--- src/rtl/dac_spi_tx.sv ---
// dac_spi_tx: serialises one 32-bit LTC2624 command frame (MSB first) per start request.
// Define DAC_READBACK_EN to capture the DAC's SDO echo into readback/rb_mismatch.
module dac_spi_tx #(
    parameter int CS_HIGH_TICKS = 2
) (
    input  logic        clock,
    input  logic        reset,
    input  logic        clockenable,
    input  logic        start,
    input  logic [3:0]  comando,
    input  logic [3:0]  canal,
    input  logic [11:0] datos,
    input  logic        miso,
    output logic        dac_cs_n,
    output logic        sck,
    output logic        mosi,
    output logic        dac_clr_n,
    output logic        busy,
    output logic        done
`ifdef DAC_READBACK_EN
    ,
    output logic [31:0] readback,
    output logic        rb_mismatch
`endif
);
    localparam int GW = (CS_HIGH_TICKS > 1) ? $clog2(CS_HIGH_TICKS) : 1;
    localparam logic [GW-1:0] GAP_LAST = GW'(CS_HIGH_TICKS - 1);

    typedef enum logic [2:0] {IDLE, SETUP, SHIFT, END, GAP} state_t;

    state_t        state_q, state_d;
    logic [31:0]   word_q, word_d;
    logic [4:0]    cnt_q, cnt_d;
    logic [GW-1:0] gap_q, gap_d;
    logic          cs_n_q, cs_n_d;
    logic          sck_q, sck_d;
    logic          mosi_q, mosi_d;
    logic          busy_q, busy_d;
    logic          done_q, done_d;
    logic          clr_n_q, clr_n_d;
    logic          fall_tick;

    always_comb begin
        state_d   = state_q;
        word_d    = word_q;
        cnt_d     = cnt_q;
        gap_d     = gap_q;
        cs_n_d    = cs_n_q;
        sck_d     = sck_q;
        mosi_d    = mosi_q;
        busy_d    = busy_q;
        done_d    = 1'b0;
        clr_n_d   = 1'b1;
        fall_tick = 1'b0;
        case (state_q)
            IDLE: begin
                if (start) begin
                    word_d  = {8'h00, comando, canal, datos, 4'h0};
                    busy_d  = 1'b1;
                    state_d = SETUP;
                end
            end
            SETUP: begin
                if (clockenable) begin
                    cs_n_d  = 1'b0;
                    mosi_d  = word_q[31];
                    sck_d   = 1'b0;
                    cnt_d   = 5'd31;
                    state_d = SHIFT;
                end
            end
            SHIFT: begin
                // mosi only moves on falling-sck ticks so it is stable at every rising edge
                if (clockenable) begin
                    sck_d = ~sck_q;
                    if (sck_q) begin
                        fall_tick = 1'b1;
                        if (cnt_q == 5'd0) begin
                            state_d = END;
                        end else begin
                            cnt_d  = cnt_q - 5'd1;
                            mosi_d = word_q[cnt_q - 5'd1];
                        end
                    end
                end
            end
            END: begin
                if (clockenable) begin
                    cs_n_d  = 1'b1;
                    mosi_d  = 1'b0;
                    gap_d   = '0;
                    state_d = GAP;
                end
            end
            GAP: begin
                if (clockenable) begin
                    if (gap_q == GAP_LAST) begin
                        done_d  = 1'b1;
                        busy_d  = 1'b0;
                        state_d = IDLE;
                    end else begin
                        gap_d = gap_q + GW'(1);
                    end
                end
            end
            default: state_d = IDLE;
        endcase
    end

    always_ff @(posedge clock) begin
        if (reset) begin
            state_q <= IDLE;
            word_q  <= '0;
            cnt_q   <= '0;
            gap_q   <= '0;
            cs_n_q  <= 1'b1;
            sck_q   <= 1'b0;
            mosi_q  <= 1'b0;
            busy_q  <= 1'b0;
            done_q  <= 1'b0;
            clr_n_q <= 1'b0;
        end else begin
            state_q <= state_d;
            word_q  <= word_d;
            cnt_q   <= cnt_d;
            gap_q   <= gap_d;
            cs_n_q  <= cs_n_d;
            sck_q   <= sck_d;
            mosi_q  <= mosi_d;
            busy_q  <= busy_d;
            done_q  <= done_d;
            clr_n_q <= clr_n_d;
        end
    end

    assign dac_cs_n  = cs_n_q;
    assign sck       = sck_q;
    assign mosi      = mosi_q;
    assign busy      = busy_q;
    assign done      = done_q;
    assign dac_clr_n = clr_n_q;

`ifdef DAC_READBACK_EN
    logic [31:0] rx_q, rx_d;
    logic [31:0] readback_q, readback_d;
    logic [31:0] prev_q, prev_d;
    logic        mismatch_q, mismatch_d;
    logic        have_prev_q, have_prev_d;

    // The DAC echoes the previous frame, so compare against the word sent last time
    always_comb begin
        rx_d        = rx_q;
        readback_d  = readback_q;
        prev_d      = prev_q;
        mismatch_d  = mismatch_q;
        have_prev_d = have_prev_q;
        if (fall_tick) begin
            rx_d = {rx_q[30:0], miso};
        end
        if (done_d) begin
            readback_d  = rx_q;
            mismatch_d  = have_prev_q && (rx_q != prev_q);
            prev_d      = word_q;
            have_prev_d = 1'b1;
        end
    end

    always_ff @(posedge clock) begin
        if (reset) begin
            rx_q        <= '0;
            readback_q  <= '0;
            prev_q      <= '0;
            mismatch_q  <= 1'b0;
            have_prev_q <= 1'b0;
        end else begin
            rx_q        <= rx_d;
            readback_q  <= readback_d;
            prev_q      <= prev_d;
            mismatch_q  <= mismatch_d;
            have_prev_q <= have_prev_d;
        end
    end

    assign readback    = readback_q;
    assign rb_mismatch = mismatch_q;
`else
    logic [1:0] unused_sigs;
    assign unused_sigs = {miso, fall_tick};
`endif

endmodule
--- config.mk ---
export PLATFORM = sky130hd
export DESIGN_NAME = dac_spi_tx
export DESIGN_NICKNAME = d
export VERILOG_FILES = /design/src/rtl/dac_spi_tx.sv
export SDC_FILE = /design/constraint.sdc
export NUM_CORES = 1
export LEC_CHECK = 0
export BUFFER_PORTS_ARGS = -buffer_cell sky130_fd_sc_hd__buf_4
export CORE_MARGIN = 3
export CORE_UTILIZATION = 50
export DETAILED_ROUTE_END_ITERATION = 16
export GPL_ROUTABILITY_DRIVEN = 0
export PLACE_DENSITY = 0.79
export SYNTH_ARGS = -nofsm -noshare
export SYNTH_HDL_FRONTEND = slang
export SYNTH_SLANG_ARGS = --single-unit
export TNS_END_PERCENT = 30
--- constraint.sdc ---
create_clock -name clock -period 2.3 [get_ports clock]
set_input_delay 0 -clock clock [delete_from_list [all_inputs] [get_ports clock]]
set_output_delay 0 -clock clock [all_outputs]
set_load 0.02 [all_outputs]
==> Implementation_results.wiki, run 1 <==
{| class="wikitable"
! Metric !! Value
|-
| Outcome || finished, final reports clean
|-
| DR pass1 iterations || 4
|-
| Maximum clock path buffer count || 2
|-
| Number of global-route vias before repair || 1599
|-
| Unrepaired setup endpoints after global routing || no
|-
| Core Region || 3390 um2
|-
| Number of synthesized register bits || 35
|-
| Critical R2R Capture || mosi
|-
| Number of distinct standard cells referenced by the synthesized netlist || 50
|-
| Worst-case hold path end point || state_q[0]
|-
| Number of enable-type register cells in the synthesized netlist || 0
|-
| Buffers inserted by post-CTS timing repair || 0
|-
| Hpwl dp || 2.46 mm
|-
| Final standard cell count with taps included and fillers excluded || 304
|-
| Slew margin rel. || 53.4%
|-
| Slew of the pin with the lowest slew margin || 0.698 ns
|-
| Share of flip-flops with an asynchronous set or reset after synthesis || 0%
|-
| Number of nets in the layout || 283
|-
| Fin crit share || 91.2%
|-
| Total nets after synthesis || 239
|-
| Max-slew violation count || 0
|-
| Total Neg Setup Slack || 0 ns
|-
| Kind of capture point of the worst setup path || flop
|-
| Hold Crit Start || start
|-
| Placed Instances || 274
|-
| Per-cell via count in the routed design || 5.33
|-
| Site row count || 21
|-
| Mean cell area of the mapped netlist || 8.42 um2
|-
| Yosys synthesis warning count || 0
|-
| Clock sinks || 35
|-
| Highest-count cells in the layout ignoring fill and taps || sky130_fd_sc_hd__nand2_1 (48), sky130_fd_sc_hd__dfxtp_1 (35), sky130_fd_sc_hd__buf_4 (33), sky130_fd_sc_hd__a21oi_1 (28), sky130_fd_sc_hd__dlygate4sd3_1 (22)
|-
| Startpoint class of the critical path || flop
|-
| Number of hold violations in the final report || 0
|-
| Largest vdd supply drop || 0.000406 V
|-
| Register-to-Register Path Depth || 7
|-
| Worst path arrival time || 2.33 ns
|-
| Post-synthesis instance area || 1790 um2
|-
| R2R Path Start || cnt_q[1]
|-
| TritonCTS clock tree || yes
|-
| Skew final || 0.00629 ns
|-
| Starting utilization of the core area || 52.9%
|-
| Pin count of the biggest net entering global routing || 35
|-
| WHS Path Cells || 3
|-
| Count of final setup violators || 0
|-
| Total Die Area || 4340 um2
|-
| Die height || 65.9 um
|-
| Area growth from synthesis to final layout || 26.6%
|-
| TritonCTS Buffers || 5
|-
| Min Tclk post-route || 2.10 ns
|-
| IO Pins || 31
|-
| Clock slew at the register clock pins of the worst setup and hold paths || 0.10 ns
|-
| Max Freq || 0.477 GHz
|-
| Data required time of the worst path || 2.53 ns
|-
| Clock tree root driver cell || sky130_fd_sc_hd__clkbuf_4
|-
| Overall die width || 65.9 um
|-
| Total inserted antenna cells || 0
|-
| Latest clock arrival within the worst-skew pair || 0.34 ns
|-
| Layout cells sized above 1 || 20.2%
|-
| Via count || 1619
|-
| Post-synthesis sequential area ratio || 39.1%
|-
| Total grt overflow || 0
|-
| Number of resized instances in the post-cts repair step || 0
|-
| Combined global-route utilization of all metal layers || 20.3%
|-
| Total wire length after detailed routing || 3.90 mm
|-
| Remaining number of nets flagged by the antenna check after routing || 0
|-
| Flop2flop setup slack || 0.20 ns
|-
| Pwr per Cell Area || 627 nW/um2
|-
| DRC viols || 0
|-
| Setup WS pre-CTS || 0.239 ns
|-
| Type of the tightest min-delay check || in -> reg
|-
| Most common library cell in the layout ignoring fill and taps || sky130_fd_sc_hd__nand2_1
|-
| Wire length of the first global-routing pass || 6.87 mm
|-
| Post-cts hold buffer count || 22
|-
| Number of violations reported at the end of detailed-routing iteration 0 || 122
|-
| Max-capacitance violation count || 0
|-
| LEAKAGE || 0.890 nW
|-
| Initial antenna violation count || 0
|-
| Maximum level of the CTS H-tree || 2
|-
| Main synth FF type || sky130_fd_sc_hd__dfxtp_1
|-
| Syn Inst Count || 213
|-
| Number of input and output port buffers inserted || 29
|-
| Worst setup margin || 0.203 ns
|-
| Worst setup path category || reg -> reg
|-
| Crit-path max FO || 5
|-
| Average wire length per cell after detail routing || 12.8 um
|}
-- how the worst max path moves through the flow --
| stage | to | cells past startpoint | startpoint | slack [ns] |
|---|---|---|---|---|
| 5_1_grt | mosi | 7 | cnt_q[1] | 0.06 |
| 6_report | mosi | 7 | cnt_q[1] | 0.20 |
| 3_3_place_gp | mosi | 7 | cnt_q[1] | 0.27 |
| 2_1_floorplan | mosi | 9 | cnt_q[0] | 0.13 |
| 4_1_cts | mosi | 7 | cnt_q[1] | 0.20 |
| 3_5_place_dp | mosi | 7 | cnt_q[1] | 0.24 |
-- report_power, final --
part           total (mW)  switching, mW  leakage [nW]  internal [mW]
logic               0.355          0.175         0.564          0.180
clock network       0.379          0.199        0.0386          0.180
registers           0.689         0.0413         0.287          0.648
-- metal layers --
metal,up-vias,track usage (%),share of wire [%]
li1,838,-,-
met3,4,3.57,3.4
met2,32,34.8,50
met1,745,24.4,45
met5,-,0,0
met4,0,9.07,1.2
-- area by class of cell --
type | instances | area (um2)
fill | 259 | 1120
multi-input combinational | 156 | 962
inverter | 4 | 15.0
timing repair buffer | 55 | 468
tap | 46 | 57.6
sequential | 35 | 701
clock buffer | 8 | 68.8
-- registers in the layout, indices dropped and copies added (netlist names) --
| register | cells |
|---|---|
| mosi | 1 |
| state_q | 3 |
| dac_cs_n | 1 |
| done | 1 |
| dac_clr_n | 1 |
| cnt_q | 5 |
| busy | 1 |
| gap_q | 1 |
| word_q | 20 |
| sck | 1 |
-- cell usage after synthesis (all sizes together), types with 2 or more instances --
library cell / number / area (um2)
nand2b: 4 / 25.0
nand3: 2 / 10.0
a21oi: 28 / 140
o21ai: 6 / 33.8
and3: 2 / 13.8
a2111oi: 4 / 53.8
a311oi: 2 / 17.5
or3: 2 / 13.8
nor2b: 4 / 25.0
nor3: 3 / 15.0
a32oi: 2 / 17.5
inv: 4 / 15.0
nand3b: 2 / 15.0
a22oi: 2 / 15.0
xnor2: 2 / 25.0
buf: 4 / 28.8
mux2i: 2 / 20.0
a21o: 2 / 15.0
nor3b: 3 / 22.5
a31oi: 4 / 25.0
dfxtp: 35 / 701
nor2: 13 / 48.8
nand2: 48 / 180
a211oi: 2 / 15.0
clkbuf: 14 / 92.6
mux4: 3 / 73.8
-- cells by family (layout without fill, tap and decap cells) --
logic type / count (synthesis) / count (layout) / synth area share (%)
XOR/XNOR: 3 / 3 / 1.88
flip-flops: 35 / 35 / 39.1
buffers and inverters: 22 / 67 / 7.60
adder cells (fa/ha/maj): 1 / 1 / 0.697
AO/OA/AOI/OAI: 57 / 57 / 20.7
AND/OR/NAND/NOR: 89 / 89 / 24.0
multiplexers: 6 / 6 / 6.07
-- through the flow --
step	instance area (um2)	power, mW	hold slack (ns)	utilization [%]
finish	2270	1.42	0.216	67.0
global placement	1980	1.02	0.249	58.5
CTS	2270	1.43	0.192	67.0
global route	2270	1.52	0.270	67.0
detailed placement	1980	1.03	0.254	58.5
floorplan	1790	0.955	0.136	-
-- critical path, stage by stage, from the launching register on --
cell and delay, ns:
sky130_fd_sc_hd__dfxtp_1 0.40, sky130_fd_sc_hd__inv_1 0.06, sky130_fd_sc_hd__ha_1 0.24, sky130_fd_sc_hd__xor2_1 0.27, sky130_fd_sc_hd__mux4_1 0.59, sky130_fd_sc_hd__mux2_4 0.29
sky130_fd_sc_hd__o21ai_2 0.05, sky130_fd_sc_hd__a31oi_1 0.08
Note: power is estimated with default switching activity, not from simulation.
==> inputs of run 2 (changes only) <==
CORE_MARGIN = unset   (was 3)
CTS_CLUSTER_DIAMETER = 50   (was unset)
PLACE_DENSITY = unset   (was 0.79)
PLACE_DENSITY_LB_ADDON = 0.12   (was unset)
==> run 2 against run 1 <==
Sequential share of layout area up 0.34 points. Sequential cell count unchanged. Design area down 1.1%. Final cell count down 0.33%. Register-to-register slack worse by 0.04 ns. Via count up 1.9%. Routed wire length up 3.3%. Critical path type unchanged. Largest cell class unchanged.
==> Implementation_results.wiki, run 2 (synthesis results as in run 1) <==
{| class="wikitable"
! Metric !! Value
|-
| TritonCTS clock tree || yes
|-
| Number of hold violations in the final report || 0
|-
| Highest-count cells in the layout ignoring fill and taps || sky130_fd_sc_hd__nand2_1 (48), sky130_fd_sc_hd__dfxtp_1 (35), sky130_fd_sc_hd__buf_4 (33), sky130_fd_sc_hd__a21oi_1 (28), sky130_fd_sc_hd__dlygate4sd3_1 (21)
|-
| Total Neg Setup Slack || 0 ns
|-
| Startpoint class of the critical path || flop
|-
| Number of nets in the layout || 282
|-
| Layout cells sized above 1 || 20.2%
|-
| Via count || 1649
|-
| Pin count of the biggest net entering global routing || 35
|-
| DR pass1 iterations || 4
|-
| Initial antenna violation count || 0
|-
| Total grt overflow || 0
|-
| Type of the tightest min-delay check || in -> reg
|-
| Area growth from synthesis to final layout || 25.2%
|-
| LEAKAGE || 0.875 nW
|-
| Latest clock arrival within the worst-skew pair || 0.33 ns
|-
| Slew margin rel. || 54.4%
|-
| Most common library cell in the layout ignoring fill and taps || sky130_fd_sc_hd__nand2_1
|-
| Flop2flop setup slack || 0.16 ns
|-
| DRC viols || 0
|-
| Min Tclk post-route || 2.14 ns
|-
| Kind of capture point of the worst setup path || flop
|-
| Number of global-route vias before repair || 1434
|-
| Max Freq || 0.467 GHz
|-
| Number of resized instances in the post-cts repair step || 0
|-
| Total wire length after detailed routing || 4.03 mm
|-
| Skew final || 0.00622 ns
|-
| Number of flip-flops under the largest register name || 20
|-
| Core occupancy in the finished layout || 66.3%
|-
| Data required time of the worst path || 2.52 ns
|-
| Clock sinks || 35
|-
| Number of input and output port buffers inserted || 29
|-
| Worst path arrival time || 2.36 ns
|-
| Largest registers || word_q: 20 flops, cnt_q: 5 flops, state_q: 3 flops
|-
| Reg with most FFs || word_q
|-
| Crit-path max FO || 5
|-
| Unrepaired setup endpoints after global routing || no
|-
| Per-cell via count in the routed design || 5.44
|-
| Largest vdd supply drop || 0.000341 V
|-
| Number of violations reported at the end of detailed-routing iteration 0 || 113
|-
| Starting utilization of the core area || 52.9%
|-
| Pwr per Cell Area || 612 nW/um2
|-
| Wire length of the first global-routing pass || 6.43 mm
|-
| Count of final setup violators || 0
|-
| Final hold slack || 0.0453 ns
|-
| Average wire length per cell after detail routing || 13.3 um
|-
| Total Die Area || 3830 um2
|-
| Die height || 61.9 um
|-
| Worst setup path category || reg -> reg
|-
| Maximum clock path buffer count || 2
|-
| Max-capacitance violation count || 0
|-
| Total inserted antenna cells || 0
|-
| Hpwl dp || 2.55 mm
|-
| Remaining number of nets flagged by the antenna check after routing || 0
|-
| TritonCTS Buffers || 5
|-
| Fin crit share || 93.1%
|-
| Clock slew at the register clock pins of the worst setup and hold paths || 0.11 ns
|-
| Slew of the pin with the lowest slew margin || 0.684 ns
|-
| Maximum level of the CTS H-tree || 2
|-
| Overall die width || 61.9 um
|-
| Combined global-route utilization of all metal layers || 23.2%
|-
| Outcome || finished, final reports clean
|-
| IO Pins || 31
|-
| Slowest cell delay on critical path || 0.61 ns
|-
| Max-slew violation count || 0
|-
| Fill cells || 270
|-
| Clock tree root driver cell || sky130_fd_sc_hd__clkbuf_4
|-
| Slowest stage cell, crit path || sky130_fd_sc_hd__mux4_1
|-
| Core Region || 3390 um2
|-
| Cells traversed along the worst timing path || inv_1 -> ha_1 -> xor2_1 -> mux4_1 -> mux2_4 -> o21ai_2 -> a31oi_1
|-
| Site row count || 21
|}
[run 2: changes by cell type in the layout (fill, tap and decap cells not counted), sizes merged]
| cell | change |
|---|---|
| dlygate4sd3 | -1 |
| clkinvlp | +1 |
| clkinv | +1 |
| clkbuf | -2 |
[run 2: path summary, 6_finish.rpt]
| kind | from | depth (start not counted) | end |
|---|---|---|---|
| hold reg to reg | word_q[20] | 2 | word_q[20] |
| setup / recovery | cnt_q[1] | 7 | mosi |
| hold / removal | reset | 2 | dac_clr_n |
| setup reg to reg | cnt_q[1] | 7 | mosi |
[run 2: power by group]
part / total [mW] / switching [mW] / internal [mW] / leakage, nW
clock network: 0.325 / 0.207 / 0.118 / 0.0282
logic: 0.359 / 0.180 / 0.179 / 0.560
registers: 0.690 / 0.0417 / 0.648 / 0.287
total: 1.37 / 0.429 / 0.945 / 0.875
[run 2: layout make-up]
| class | instances | area (um2) | share of cell area [%] |
|---|---|---|---|
| inverters | 4 | 15.0 | 0.668 |
| clock inverters | 2 | 12.5 | 0.557 |
| multi-input cells | 156 | 962 | 42.8 |
| well taps | 46 | 57.6 | 2.56 |
| repair buffers | 54 | 458 | 20.4 |
| flip-flops and latches | 35 | 701 | 31.2 |
| clock buffers | 6 | 41.3 | 1.84 |
[run 2: routing by layer]
layer	global-route usage, %	vias up	wire [um]
li1	-	831	-
met3	6.42	6	126
met5	0	-	0
met1	30.0	769	1890
met2	37.6	43	1970
met4	7.62	0	45
[run 2: what timing repair did]
action / in CTS / in global routing
buffers inserted: 0 / 0
hold buffers: 21 / 0
hold endpoints to repair: 22 / 0
[run 2: critical path, delay by kind of cell (launching register included)]
kind | cells | cell delay [ns]
AO/OA/AOI/OAI | 2 | 0.15
flip-flops | 1 | 0.41
adder cells (fa/ha/maj) | 1 | 0.24
XOR/XNOR | 1 | 0.27
multiplexers | 2 | 0.90
buffers and inverters | 1 | 0.06
[run 2: metrics by stage]
stage	cells	total power [mW]	instance area, um2	setup WS [ns]
after floorplan	213	0.955	1790	0.126
after global placement	274	1.02	1980	0.275
after detailed placement	274	1.03	1980	0.178
after CTS	303	1.39	2250	0.146
after global routing	303	1.46	2250	0.0768
final	303	1.37	2250	0.158
==> inputs of run 3 (changes only) <==
CORE_UTILIZATION = 55   (was 50)
clock period = 2.7 ns   (was 2.3 ns; I/O delays follow)
==> run 3 against run 2 <==
Final cell count down 1.3%. Global-route usage up 2.3 points. Hold slack worse by 0.019 ns. Routed wire length about the same. Register-to-register slack better by 0.24 ns. Core utilization up 6.3 points. First-iteration DRC count up 29%. Combinational power down 16%. Worst setup slack better by 0.24 ns. Critical endpoint unchanged. Sequential share of layout area up 0.19 points. Via count down 0.97%.
==> Implementation_results.wiki, run 3 (synthesis results as in run 1) <==
{| class="wikitable"
! Metric !! Value
|-
| Total grt overflow || 0
|-
| Worst path arrival time || 2.54 ns
|-
| IO Pins || 31
|-
| Setup WS pre-CTS || 0.414 ns
|-
| Largest vdd supply drop || 0.000426 V
|-
| Critical path's top delay family || multiplexers
|-
| TritonCTS clock tree || yes
|-
| Clock slew at the register clock pins of the worst setup and hold paths || 0.12 ns
|-
| Worst setup margin || 0.399 ns
|-
| Clock sinks || 35
|-
| Number of global-route vias before repair || 1473
|-
| Total wire length after detailed routing || 4.03 mm
|-
| Flop2flop setup slack || 0.40 ns
|-
| Launching element of the worst setup path || cnt_q[0]
|-
| Post-detailed-placement cell area || 1970 um2
|-
| Initial antenna violation count || 0
|-
| Count of final setup violators || 0
|-
| Core occupancy in the finished layout || 72.6%
|-
| DRC viols || 0
|-
| Slew margin rel. || 55.0%
|-
| Max-slew violation count || 0
|-
| Pwr per Cell Area || 527 nW/um2
|-
| Per-cell via count in the routed design || 5.46
|-
| Register-to-Register Path Depth || 7
|-
| Min Tclk post-route || 2.30 ns
|-
| Highest-count cells in the layout ignoring fill and taps || sky130_fd_sc_hd__nand2_1 (48), sky130_fd_sc_hd__dfxtp_1 (35), sky130_fd_sc_hd__buf_4 (31), sky130_fd_sc_hd__a21oi_1 (28), sky130_fd_sc_hd__dlygate4sd3_1 (21)
|-
| Number of nets in the layout || 280
|-
| Skew final || 0.0113 ns
|-
| Largest registers || word_q: 20 flops, cnt_q: 5 flops, state_q: 3 flops
|-
| LEAKAGE || 0.864 nW
|-
| Cells traversed along the worst timing path || inv_1 -> ha_1 -> xor2_1 -> mux4_1 -> mux2_4 -> o21ai_2 -> a31oi_1
|-
| TritonCTS Buffers || 5
|-
| Sum of buffers and inverters on the critical path || 1
|-
| Number of flip-flops under the largest register name || 20
|-
| Kind of capture point of the worst setup path || flop
|-
| Final hold slack || 0.0265 ns
|-
| Pin count of the biggest net entering global routing || 35
|-
| Number of violations reported at the end of detailed-routing iteration 0 || 146
|-
| Reg with most FFs || word_q
|-
| Slew of the pin with the lowest slew margin || 0.675 ns
|-
| Number of input and output port buffers inserted || 29
|-
| Number of hold violations in the final report || 0
|-
| Worst setup path endpoint || mosi
|-
| Total inserted antenna cells || 0
|-
| Core Region || 3080 um2
|-
| Hpwl dp || 2.56 mm
|-
| R2R Path Start || cnt_q[0]
|-
| Starting utilization of the core area || 58.3%
|-
| Maximum level of the CTS H-tree || 2
|-
| Most common library cell in the layout ignoring fill and taps || sky130_fd_sc_hd__nand2_1
|-
| Type of the tightest min-delay check || in -> reg
|-
| Data required time of the worst path || 2.94 ns
|-
| Via count || 1633
|-
| Final instance area || 2230 um2
|-
| Final standard cell count with taps included and fillers excluded || 299
|-
| Wire length of the first global-routing pass || 6.61 mm
|-
| Placed Instances || 270
|-
| Worst setup path category || reg -> reg
|-
| Remaining number of nets flagged by the antenna check after routing || 0
|-
| Total Die Area || 3490 um2
|-
| Maximum clock path buffer count || 2
|-
| Area growth from synthesis to final layout || 24.5%
|-
| Startpoint class of the critical path || flop
|-
| Buffers inserted by post-CTS timing repair || 0
|-
| Layout cells sized above 1 || 20.0%
|-
| Latest clock arrival within the worst-skew pair || 0.34 ns
|-
| Max-capacitance violation count || 0
|-
| DR pass1 iterations || 4
|-
| Average wire length per cell after detail routing || 13.5 um
|-
| Outcome || finished, final reports clean
|-
| Clock tree root driver cell || sky130_fd_sc_hd__clkbuf_4
|-
| Slowest stage cell, crit path || sky130_fd_sc_hd__mux4_1
|-
| Fin crit share || 85.2%
|-
| Critical R2R Capture || mosi
|-
| Overall die width || 59.1 um
|-
| Crit-path max FO || 11
|-
| Total Neg Setup Slack || 0 ns
|-
| Total Power || 1.18 mW
|-
| Slowest cell delay on critical path || 0.59 ns
|-
| Unrepaired setup endpoints after global routing || no
|-
| Site row count || 20
|-
| Max Freq || 0.435 GHz
|-
| Combined global-route utilization of all metal layers || 25.5%
|-
| Die height || 59.1 um
|-
| Logic depth of the worst path, buffers included || 7
|}
==> run 3: cell count changes in the layout (fill, tap and decap cells not counted) <==
cell and delta:
sky130_fd_sc_hd__clkinvlp_4 +1, sky130_fd_sc_hd__clkbuf_1 -1, sky130_fd_sc_hd__buf_4 -2
==> run 3: worst min-delay path by stage <==
stage | start | end | slack, ns | cells after the start
2_1_floorplan | datos[7] | word_q[11] | 0.14 | 2
3_3_place_gp | comando[1] | word_q[21] | 0.25 | 3
3_5_place_dp | canal[1] | word_q[17] | 0.26 | 3
4_1_cts | reset | dac_clr_n | 0.01 | 2
5_1_grt | reset | sck | 0.02 | 2
6_report | reset | dac_clr_n | 0.03 | 2
==> run 3: power by group <==
group	switching (mW)	internal, mW	total (mW)
clock	0.187	0.0994	0.287
sequential	0.0375	0.552	0.590
combinational	0.152	0.149	0.300
total	0.376	0.800	1.18
==> run 3: final cells by class <==
type / count / area [um2]
timing repair buffer: 52 / 443
sequential: 35 / 701
inverter: 4 / 15.0
multi-input combinational: 156 / 962
clock buffer: 5 / 37.5
clock inverter: 3 / 20.0
fill: 254 / 845
tap: 44 / 55.1
==> run 3: timing repair <==
action | CTS | global route
hold buffers | 21 | 0
hold endpoints to repair | 22 | 0
gates resized for setup | 0 | 0
==> run 3: routing by layer <==
| layer | vias to the layer above | GRT usage [%] | part of all wire [%] |
|---|---|---|---|
| li1 | 828 | - | - |
| met1 | 770 | 33.3 | 45 |
| met2 | 33 | 40.4 | 52 |
| met3 | 2 | 6.99 | 3.3 |
| met4 | 0 | 9.18 | 0.47 |
| met5 | - | 0 | 0 |
